File: src/rtl/izh_synaptic_accum.sv
// Synaptic current accumulator for the Izhikevich neuron pipeline.
// Once per timestep it walks the weight RAM row by row and produces, for
// every postsynaptic neuron j, i[j] = bias + sum of W[j][k] over fired k.
// All arithmetic is 17-bit sign-magnitude Q8.8 with per-addition saturation.
module izh_synaptic_accum #(
  parameter int N_NEURONS = 8,
  parameter int IDX_W     = 3
) (
  input  logic                 clk,
  input  logic                 rst,
  input  logic                 start,
  input  logic [N_NEURONS-1:0] spike_vec,
  input  logic [16:0]          bias,
  output logic                 w_rd_en,
  output logic [2*IDX_W-1:0]   w_addr,
  input  logic [16:0]          w_data,
  output logic [16:0]          i_out,
  output logic [IDX_W-1:0]     i_idx,
  output logic                 i_valid,
  output logic                 busy,
  output logic                 done
);

  typedef enum logic [1:0] {IDLE, READ, DRAIN, EMIT} state_t;

  localparam logic [IDX_W-1:0] LAST_IDX = IDX_W'(N_NEURONS - 1);

  state_t state, state_nxt;

  // Run context: post/pre counters, accumulator and the inputs frozen at start
  logic [IDX_W-1:0]     j, k;
  logic [16:0]          acc;
  logic [N_NEURONS-1:0] spike_lat;
  logic [16:0]          bias_lat;

  // Read pipeline tracking: which pre index the current w_data belongs to
  logic                 rd_q;
  logic [IDX_W-1:0]     k_q;

  // Next values for every register
  logic [IDX_W-1:0]     j_nxt, k_nxt;
  logic [16:0]          acc_nxt, bias_nxt, i_out_nxt;
  logic [N_NEURONS-1:0] spike_nxt;
  logic [IDX_W-1:0]     i_idx_nxt;
  logic                 i_valid_nxt, busy_nxt, done_nxt, rd_en_nxt;
  logic [2*IDX_W-1:0]   addr_nxt;

  logic                 add_en;
  logic [16:0]          acc_sum;

  // A zero magnitude is always +0, whatever the incoming sign bit says
  function automatic logic [16:0] sm_norm(input logic [16:0] v);
    sm_norm = (v[15:0] == 16'd0) ? 17'd0 : v;
  endfunction

  // Sign-magnitude add: saturate like signs, subtract unlike signs, never -0
  function automatic logic [16:0] sm_add(input logic [16:0] a, input logic [16:0] b);
    logic [16:0] sum;
    sum = {1'b0, a[15:0]} + {1'b0, b[15:0]};
    if (a[16] == b[16]) begin
      if (sum[16])
        sm_add = {a[16], 16'hFFFF};
      else if (sum[15:0] == 16'd0)
        sm_add = 17'd0;
      else
        sm_add = {a[16], sum[15:0]};
    end else if (a[15:0] > b[15:0]) begin
      sm_add = {a[16], a[15:0] - b[15:0]};
    end else if (b[15:0] > a[15:0]) begin
      sm_add = {b[16], b[15:0] - a[15:0]};
    end else begin
      sm_add = 17'd0;
    end
  endfunction

  // w_data is only meaningful the cycle after a read strobe; gate by the spike bit
  assign add_en  = rd_q && spike_lat[k_q];
  assign acc_sum = sm_add(acc, sm_norm(w_data));

  // State register
  always_ff @(posedge clk or posedge rst) begin
    if (rst)
      state <= IDLE;
    else
      state <= state_nxt;
  end

  // Next-state logic: READ for every pre index, one DRAIN, one EMIT per neuron
  always_comb begin
    state_nxt = state;
    case (state)
      IDLE:    if (start) state_nxt = READ;
      READ:    if (k == LAST_IDX) state_nxt = DRAIN;
      DRAIN:   state_nxt = EMIT;
      EMIT:    state_nxt = (j == LAST_IDX) ? IDLE : READ;
      default: state_nxt = IDLE;
    endcase
  end

  // Output and datapath next values; every output is taken from a register
  always_comb begin
    j_nxt       = j;
    k_nxt       = k;
    acc_nxt     = acc;
    spike_nxt   = spike_lat;
    bias_nxt    = bias_lat;
    i_out_nxt   = i_out;
    i_idx_nxt   = i_idx;
    i_valid_nxt = 1'b0;
    done_nxt    = 1'b0;
    busy_nxt    = busy;
    case (state)
      IDLE: begin
        if (start) begin
          j_nxt     = '0;
          k_nxt     = '0;
          acc_nxt   = sm_norm(bias);
          spike_nxt = spike_vec;
          bias_nxt  = sm_norm(bias);
          busy_nxt  = 1'b1;
        end
      end
      READ: begin
        k_nxt = k + IDX_W'(1);
        if (add_en) acc_nxt = acc_sum;
      end
      DRAIN: begin
        if (add_en) acc_nxt = acc_sum;
      end
      EMIT: begin
        i_valid_nxt = 1'b1;
        i_out_nxt   = acc;
        i_idx_nxt   = j;
        if (j == LAST_IDX) begin
          done_nxt = 1'b1;
          busy_nxt = 1'b0;
        end else begin
          j_nxt   = j + IDX_W'(1);
          k_nxt   = '0;
          acc_nxt = bias_lat;
        end
      end
      default: ;
    endcase
    rd_en_nxt = (state_nxt == READ);
    addr_nxt  = {j_nxt, k_nxt};
  end

  // Datapath and output registers
  always_ff @(posedge clk or posedge rst) begin
    if (rst) begin
      j         <= '0;
      k         <= '0;
      acc       <= '0;
      spike_lat <= '0;
      bias_lat  <= '0;
      rd_q      <= 1'b0;
      k_q       <= '0;
      w_rd_en   <= 1'b0;
      w_addr    <= '0;
      i_out     <= '0;
      i_idx     <= '0;
      i_valid   <= 1'b0;
      busy      <= 1'b0;
      done      <= 1'b0;
    end else begin
      j         <= j_nxt;
      k         <= k_nxt;
      acc       <= acc_nxt;
      spike_lat <= spike_nxt;
      bias_lat  <= bias_nxt;
      rd_q      <= w_rd_en;
      k_q       <= w_addr[IDX_W-1:0];
      w_rd_en   <= rd_en_nxt;
      w_addr    <= addr_nxt;
      i_out     <= i_out_nxt;
      i_idx     <= i_idx_nxt;
      i_valid   <= i_valid_nxt;
      busy      <= busy_nxt;
      done      <= done_nxt;
    end
  end

endmodule

File: config.mk
export PLATFORM = sky130hd
export DESIGN_NAME = izh_synaptic_accum
export DESIGN_NICKNAME = d
export VERILOG_FILES = /design/src/rtl/izh_synaptic_accum.sv
export SDC_FILE = /design/constraint.sdc
export NUM_CORES = 1
export LEC_CHECK = 0
export CORE_MARGIN = 2
export CORE_UTILIZATION = 39
export DETAILED_ROUTE_END_ITERATION = 8
export PLACE_DENSITY = 0.68
export REMOVE_ABC_BUFFERS = 1
export SLEW_MARGIN = 15
export SYNTH_ARGS = -nofsm -noshare
export SYNTH_HDL_FRONTEND = slang
export SYNTH_SLANG_ARGS = --single-unit
File: constraint.sdc
create_clock -name clk -period 4.7 [get_ports clk]
set_clock_uncertainty 0.05 [all_clocks]
set_input_delay 0.705 -clock clk [delete_from_list [all_inputs] [get_ports clk]]
set_output_delay 0.705 -clock clk [all_outputs]
set_load 0.01 [all_outputs]
==> results.yml, run 1 <==
status:
  status: "finished, final reports clean"
clock_network:
  cts_resized: 0
  clk_latency_ns: 0.35
  cts_sinks: 78
  path_clk_slew_ns: 0.07
  ctsHoldBuffers: 0
  cts-htree-levels: 3
  clock_path_buffers: 2
  cts_buffers: 9
  cts_tree: "yes"
  clock_tree.root_cell: "clkbuf_16"
  cts_setup_buffers: 0
logic_synthesis:
  synth-edff-count: 0
  syn_inst: 723
  synth_largest_area_cell: "dfrtp_1"
  synth-async-reset-ratio_pct: 100
  ys_top_cells_by_count: "78 x dfrtp_1, 61 x nand2_1, 56 x a21oi_1, 56 x ha_1, 52 x inv_1"
  yosysSeqAreaShare_pct: 30.4
  synthXorXnorAreaFrac_pct: 1.78
  syn_area_sq_mm: 0.00641
  ys_ff_latch: 78
  ys.flop_type: "dfrtp_1"
  synth_top_area_share_pct: 30.4
  synth.most_common_cell: "dfrtp_1"
  synth_simple_gate_area_share_pct: 16.6
  muxShareOfSynthArea_pct: 9.47
  synth-compound-area-share_pct: 23.8
  synth.distinct_cells: 76
  synthAdderAreaFrac_pct: 11.9
  synthTopCellsByArea: "dfrtp_1 30%, ha_1 11%, mux2_2 8.4%"
  yosysWarnings: 0
  synth_top_family_by_area: "compound AO/OA/AOI/OAI gates"
  avgSynthCellArea_sq_um: 8.87
job:
  drv_cap: 0
route:
  drcViolationCount: 0
  routed_wl_um: 19600
  avgViaCountPerCell: 5.84
  drt-pass1-iter-count: 5
  drtAntennaViolNets: 0
  wl_per_cell_um: 19.4
  drt_iter0_markers: 558
  vias: 5871
worst_setup_path:
  critPathLaunchType: "input pin"
  cp.required_ns: 4.88
  worst_ep_arrival_time_ns: 4.44
  crit_family: "compound AO/OA/AOI/OAI gates"
  cpPeakStageDelay_ns: 0.61
  cp_max_fo: 6
  crit_top_cell: "a21oi_1"
  r2r_slack_ns: 0.83
  worstPathCellList: "clkdlybuf4s50_1, ha_1, a21oi_1, o21ai_0, a221oi_1, a21oi_1, buf_4, a2111oi_0, a31oi_1, xor2_1, a2111o_1, o311a_1"
  cp_slowest_cell: "a221oi_1"
  end_kind: "flip-flop"
  crit_type: "in -> reg"
  cp_num_buf_inv: 2
final_layout:
  finalNonFillerCells: 1006
  n_fill_cell: 1624
  drive_gt1_share_pct: 14.2
  antenna_cells: 0
  nets: 889
  syn2layout_area_growth_pct: 20.9
sta:
  setup_tns_ns: 0
  finalSetupViolations: 0
  whs_ns: 0.351
  worstMarginPinSlew_ns: 1.03
  rsz0062_at_grt: "no"
  finalCritPeriodShare_pct: 90.7
  maxSlewViolCount: 0
  min_period_ns: 4.26
  slew_headroom_pct: 31.6
  fmax_ghz: 0.235
  finalHoldViolCount: 0
die:
  core_sq_mm: 0.0160
  die_area_sq_mm: 0.0175
  io-pin-count: 75
  dieWidth_um: 132
  row_count: 46
  start_util_pct: 40.1
  die_h_um: 132
placement:
  globalplace.congestion: 0.961
  dp.cells: 990
  port_buffers: 74
  dp_hpwl_um: 15000
min_path:
  min_path_type: "reg -> reg"
global_route:
  antenna_found_initial: 0
  grt_overflow: 0
  first_global_vias: 5716
  grt_max_degree: 55
  grt_pass1_wl_um: 31500
  track_usage_pct: 22.6
power:
  cellLeakagePower_nw: 3.39
  vdd_drop_max_mv: 0.374
  power_density_mw_per_mm2: 733
per-stage QoR:
step | total power, W | cell area, sq um | utilization [%] | setup WS [ns]
floorplan | 0.00362 | 6210 | - | 1.04
global placement | 0.00487 | 7440 | 46.5 | 0.240
detailed placement | 0.00488 | 7440 | 46.5 | 0.176
CTS | 0.00565 | 7750 | 48.5 | 0.552
global route | 0.00610 | 7750 | 48.5 | 0.283
finish | 0.00568 | 7750 | 48.5 | 0.438
path summary, 6_finish.rpt:
check	startpoint	to	cells past startpoint
worst min-delay path	w_rd_en	rd_q	0
min in group asynchronous	rst	i_out[16]	2
max in group asynchronous	rst	bias_lat[12]	3
worst max-delay path	w_data[11]	acc[11]	12
worst min register to register	w_rd_en	rd_q	0
worst max register to register	acc[11]	acc[11]	12
kinds of logic (layout without fill, tap and decap cells):
kind of cell | Yosys count | count (layout)
mux | 52 | 52
flops | 78 | 78
compound gates | 221 | 221
buf+inv | 103 | 170
simple gates | 197 | 197
fa+ha+maj | 59 | 59
xor+xnor | 13 | 13
layout make-up:
cell class,count,area (sq um),share of cell area (%)
multi-input cells,542,4070,52.5
flip-flops and latches,78,1950,25.2
repair buffers,102,951,12.3
well taps,216,270,3.49
clock buffers,9,225,2.91
inverters,52,196,2.53
clock inverters,7,87.6,1.13
where the power goes:
group | leakage, nW | switching (W) | total [W] | internal [W]
Combinational | 2.29 | 0.00216 | 0.00374 | 0.00158
Clock | 0.148 | 0.000310 | 0.000735 | 0.000424
Sequential | 0.955 | 0.000234 | 0.00121 | 0.000978
Total | 3.39 | 0.00270 | 0.00568 | 0.00298
cell usage in the layout, fill, tap and decap left out, types with 11 or more instances in the layout:
cell type / count
mux2_2: 48
o21ai_0: 34
nor3_1: 12
buf_4: 28
a21oi_1: 56
dfrtp_1: 78
a31oi_1: 12
nor2b_1: 11
a21o_1: 15
nand2_1: 61
clkdlybuf4s50_1: 74
o31ai_1: 17
nand3_1: 11
inv_1: 51
ha_1: 55
nor2_1: 32
state kept, by name, indices dropped and copies added (netlist names), named ones only:
signal and cells:
acc 17, bias_lat 17, busy 1, done 1, i_idx 3, i_out 17, i_valid 1, k_q 3
rd_q 1, spike_lat 8, state 2, w_rd_en 1
routing by layer:
metal	vias up	routed length [um]	track usage, %
met5	-	0	0
met4	0	467	7.17
li1	2780	-	-
met1	2840	8880	29.8
met3	37	1160	5.04
met2	214	9040	36.9
Note: power is estimated with default switching activity, not from simulation.
==> run 2: changes to the inputs <==
--- a/config.mk
+++ b/config.mk
@@ -9,7 +9,6 @@
 export CORE_UTILIZATION = 39
 export DETAILED_ROUTE_END_ITERATION = 8
 export PLACE_DENSITY = 0.68
-export REMOVE_ABC_BUFFERS = 1
 export SLEW_MARGIN = 15
 export SYNTH_ARGS = -nofsm -noshare
 export SYNTH_HDL_FRONTEND = slang
==> results.yml, run 2 (synthesis gave the netlist of run 1 again) <==
global_route:
  grt_overflow: 0
  antenna_found_initial: 0
  grt_pass1_wl_um: 31400
  grt_max_degree: 53
  first_global_vias: 5757
  track_usage_pct: 22.4
sta:
  finalSetupViolations: 0
  finalCritPeriodShare_pct: 88.6
  fmax_ghz: 0.240
  maxSlewViolCount: 0
  rsz0062_at_grt: "no"
  slew_headroom_pct: 39.9
  whs_ns: 0.350
  setup_tns_ns: 0
  min_period_ns: 4.16
  finalHoldViolCount: 0
  worstMarginPinSlew_ns: 0.901
final_layout:
  drive_gt1_share_pct: 14.4
  antenna_cells: 0
  syn2layout_area_growth_pct: 21.3
  final_cell_mix: "78 x dfrtp_1, 74 x clkdlybuf4s50_1, 61 x nand2_1"
  largestRegisters: "acc x17, bias_lat x17, i_out x17"
  mostFrequentLayoutCell: "dfrtp_1"
  nets: 894
die:
  dieWidth_um: 132
  core_sq_mm: 0.0160
  die_area_sq_mm: 0.0175
  io-pin-count: 75
  start_util_pct: 40.1
  die_h_um: 132
  row_count: 46
clock_network:
  cts_tree: "yes"
  cts_buffers: 9
  ctsHoldBuffers: 0
  cts-htree-levels: 3
  clock_path_buffers: 2
  cts_sinks: 78
  cts_setup_buffers: 0
  cts_resized: 0
  clk_latency_ns: 0.33
  path_clk_slew_ns: 0.06
  clock_tree.root_cell: "clkbuf_16"
power:
  vdd_drop_max_mv: 0.383
  power_density_mw_per_mm2: 731
  cellLeakagePower_nw: 3.42
logic_synthesis:
  synth_nets: 827
worst_setup_path:
  crit_family: "compound AO/OA/AOI/OAI gates"
  cp_num_buf_inv: 2
  cpPeakStageDelay_ns: 0.63
  crit_top_cell: "a21oi_1"
  cp_max_fo: 8
  cp.required_ns: 4.87
  end_kind: "flip-flop"
  critPathLaunchType: "input pin"
  cp_slowest_cell: "a221oi_1"
  worstPathCellList: "clkdlybuf4s50_1, ha_1, a21oi_1, o21ai_0, a221oi_1, a21oi_1, buf_4, a2111oi_0, a31oi_1, xor2_1, a2111o_1, o311a_1"
  worst_ep_arrival_time_ns: 4.33
  crit_type: "in -> reg"
route:
  routed_wl_um: 19800
  drcViolationCount: 0
  vias: 5958
  drt_iter0_markers: 526
  wl_per_cell_um: 19.6
  avgViaCountPerCell: 5.90
  drt-pass1-iter-count: 5
  drtAntennaViolNets: 0
job:
  drv_cap: 0
placement:
  globalplace.congestion: 0.946
  dp_hpwl_um: 15200
  port_buffers: 74
min_path:
  min_path_type: "reg -> reg"
status:
  status: "finished, final reports clean"
-- run 2: report_power, final --
| part | switching [W] | total, W | internal (W) | leakage (nW) |
|---|---|---|---|---|
| clock | 0.000257 | 0.000694 | 0.000437 | 0.149 |
| sequential | 0.000259 | 0.00124 | 0.000978 | 0.955 |
| combinational | 0.00217 | 0.00375 | 0.00159 | 2.31 |
-- run 2: worst reg2reg max path: cells and delay by family (launching register included) --
kind                     cells  cell delay (ns)
adder cells (fa/ha/maj)      1             0.42
AO/OA/AOI/OAI                8             2.36
flip-flops                   1             0.44
XOR/XNOR                     1             0.16
buffers and inverters        2             0.34
-- run 2: final timing paths --
kind,slack (ns),depth (start not counted),from,endpoint
worst max-delay path,0.54,12,w_data[11],acc[11]
max in group asynchronous,2.90,3,rst,bias_lat[16]
worst min register to register,0.35,0,w_rd_en,rd_q
worst max register to register,0.83,12,acc[11],acc[11]
min in group asynchronous,0.82,2,rst,i_out[3]
worst min-delay path,0.35,0,w_rd_en,rd_q
-- run 2: per-layer routing --
layer / vias to the layer above / part of all wire, % / GRT usage, %
met4: 0 / 2.6 / 9.14
met2: 296 / 44 / 34.3
met1: 2839 / 45 / 31.5
met3: 35 / 8.5 / 3.96
li1: 2788 / - / -
met5: - / 0 / 0
-- run 2: layout make-up --
cell class / instances / area [sq um]
Fill cell: 1534 / 8230
Multi-Input combinational cell: 542 / 4070
Sequential cell: 78 / 1950
Timing Repair Buffer: 107 / 988
Tap cell: 216 / 270
Clock buffer: 12 / 256
Inverter: 52 / 196
Clock inverter: 3 / 43.8
-- run 2: stage by stage --
| stage | power [W] | instance area (sq um) | worst slack, ns | instances | utilization, % |
|---|---|---|---|---|---|
| CTS | 0.00563 | 7770 | 0.583 | 1010 | 48.6 |
| floorplan | 0.00368 | 6410 | 1.10 | 723 | - |
| detailed placement | 0.00489 | 7470 | 0.241 | 995 | 46.7 |
| global placement | 0.00491 | 7470 | 0.185 | 995 | 46.7 |
| global route | 0.00609 | 7770 | 0.322 | 1010 | 48.6 |
| finish | 0.00569 | 7770 | 0.535 | 1010 | 48.6 |
==> edit: new RTL, settings of run 1 <==
Make the reset (`rst`) synchronous in 2 clocked blocks.
--- a/src/rtl/izh_synaptic_accum.sv
+++ b/src/rtl/izh_synaptic_accum.sv
@@ -80,3 +80,3 @@
   // State register
-  always_ff @(posedge clk or posedge rst) begin
+  always_ff @(posedge clk) begin
     if (rst)
@@ -149,3 +149,3 @@
   // Datapath and output registers
-  always_ff @(posedge clk or posedge rst) begin
+  always_ff @(posedge clk) begin
     if (rst) begin
Formal check against the unedited RTL: differs if rst is asserted again (counterexample within 4 cycles, from zero or initial values and one cycle with rst high); with rst held inactive, the same outputs for 10 cycles.
==> edit against run 1 <==
- wire length fell by 2.5%
- core utilization barely moved
- sequential cell count did not move
- setup slack improved by 0.091 ns
- critical endpoint is now acc[16]
- area after synthesis fell by 3.7%
- register-to-register slack improved by 0.02 ns
- cell count rose by 6.5%
- highest routed layer unchanged
- hold slack improved by 0.053 ns
- cell area fell by 4.3%
Power is not compared: it rests on default switching activity, and its combinational part moved more than twofold at a synthesized area within 25%.
==> edit: results (changes against run 1) <==
[outcome]
status=completed  ; unchanged

[grt]
grt_pass1_vias=5626  ; was 5716
grt_max_degree=46  ; was 55
use_met2_pct=34.22  ; was 36.92%

[setup_path]
cp_data_arrival_time_ns=4.39  ; was 4.44 ns
r2r_start=acc[4]  ; was acc[11]
startpoint=w_data[2]  ; was w_data[11]
critPathMaxStageDelay_ns=0.59  ; was 0.61 ns

[routing]
dr.first_iter.drc_count=724  ; was 558
met2_length_microns=8270  ; was 9042 microns
via_per_inst=5.731  ; was 5.836

[final_layout]
multi_input_area_share_pct=56.23  ; was 52.50%
finalNetCount=956  ; was 889
fillerInstances=1582  ; was 1624
syn2layout_area_growth_pct=20.17  ; was 20.92%
final-nonclk-buf-share_pct=11.84  ; was 12.27%
layout-drive-gt1-share_pct=6.977  ; was 14.18%
nonClockInverterCount=58  ; was 52
final_util_pct=48.44  ; was 48.45%
seq_share_pct=21.05  ; was 25.18%

[placed_design]
gp_congestion=0.9242  ; was 0.9609
dpl_cell_area_sq_um=7093  ; was 7440 sq um
dp_hpwl_microns=14320  ; was 14970 microns

[synth]
synth_top_area_share_pct=25.29  ; was 30.44%
yosysUniqueCellTypes=85  ; was 76
ys_top_cells_by_area=dfxtp_1 25%, ha_1 11%, a21oi_1 8.0%, nand2_1 5.4%, mux2i_1 4.1%  ; was dfrtp_1 30%, ha_1 11%, mux2_2 8.4%, a21oi_1 4.4%, nand2_1 3.6%
synth.yosys.seq_area_share_pct=25.29  ; was 30.44%

[timing]
holdWs_ns=0.4048  ; was 0.3513 ns

[edit: report_power, final]
| part | internal, mW | switching, mW | total, mW |
|---|---|---|---|
| Combinational | 0.348 | 0.535 | 0.883 |
| Sequential | 0.702 | 0.0543 | 0.756 |
| Clock | 0.480 | 0.276 | 0.756 |
| Total | 1.53 | 0.865 | 2.39 |
[edit: kinds of logic (layout without fill, tap and decap cells)]
| kind of cell | Yosys count | in the layout | share of synthesized area, % |
|---|---|---|---|
| xor gates and xnor gates | 16 | 16 | 2.270 |
| adders and majority gates | 56 | 56 | 11.71 |
| muxes | 31 | 31 | 5.513 |
| and+or+nand+nor | 247 | 247 | 19.34 |
| DFF | 78 | 78 | 25.29 |
| AOI/OAI and AO/OA | 265 | 265 | 28.70 |
| buffers and inverters | 113 | 167 | 7.175 |
[edit: through the flow]
step	std cells	setup WS, ns
floorplan	751	1.192
global placement	1055	0.2602
detailed placement	1055	0.2157
CTS	1071	0.5497
global route	1071	0.3356
finish	1071	0.5282
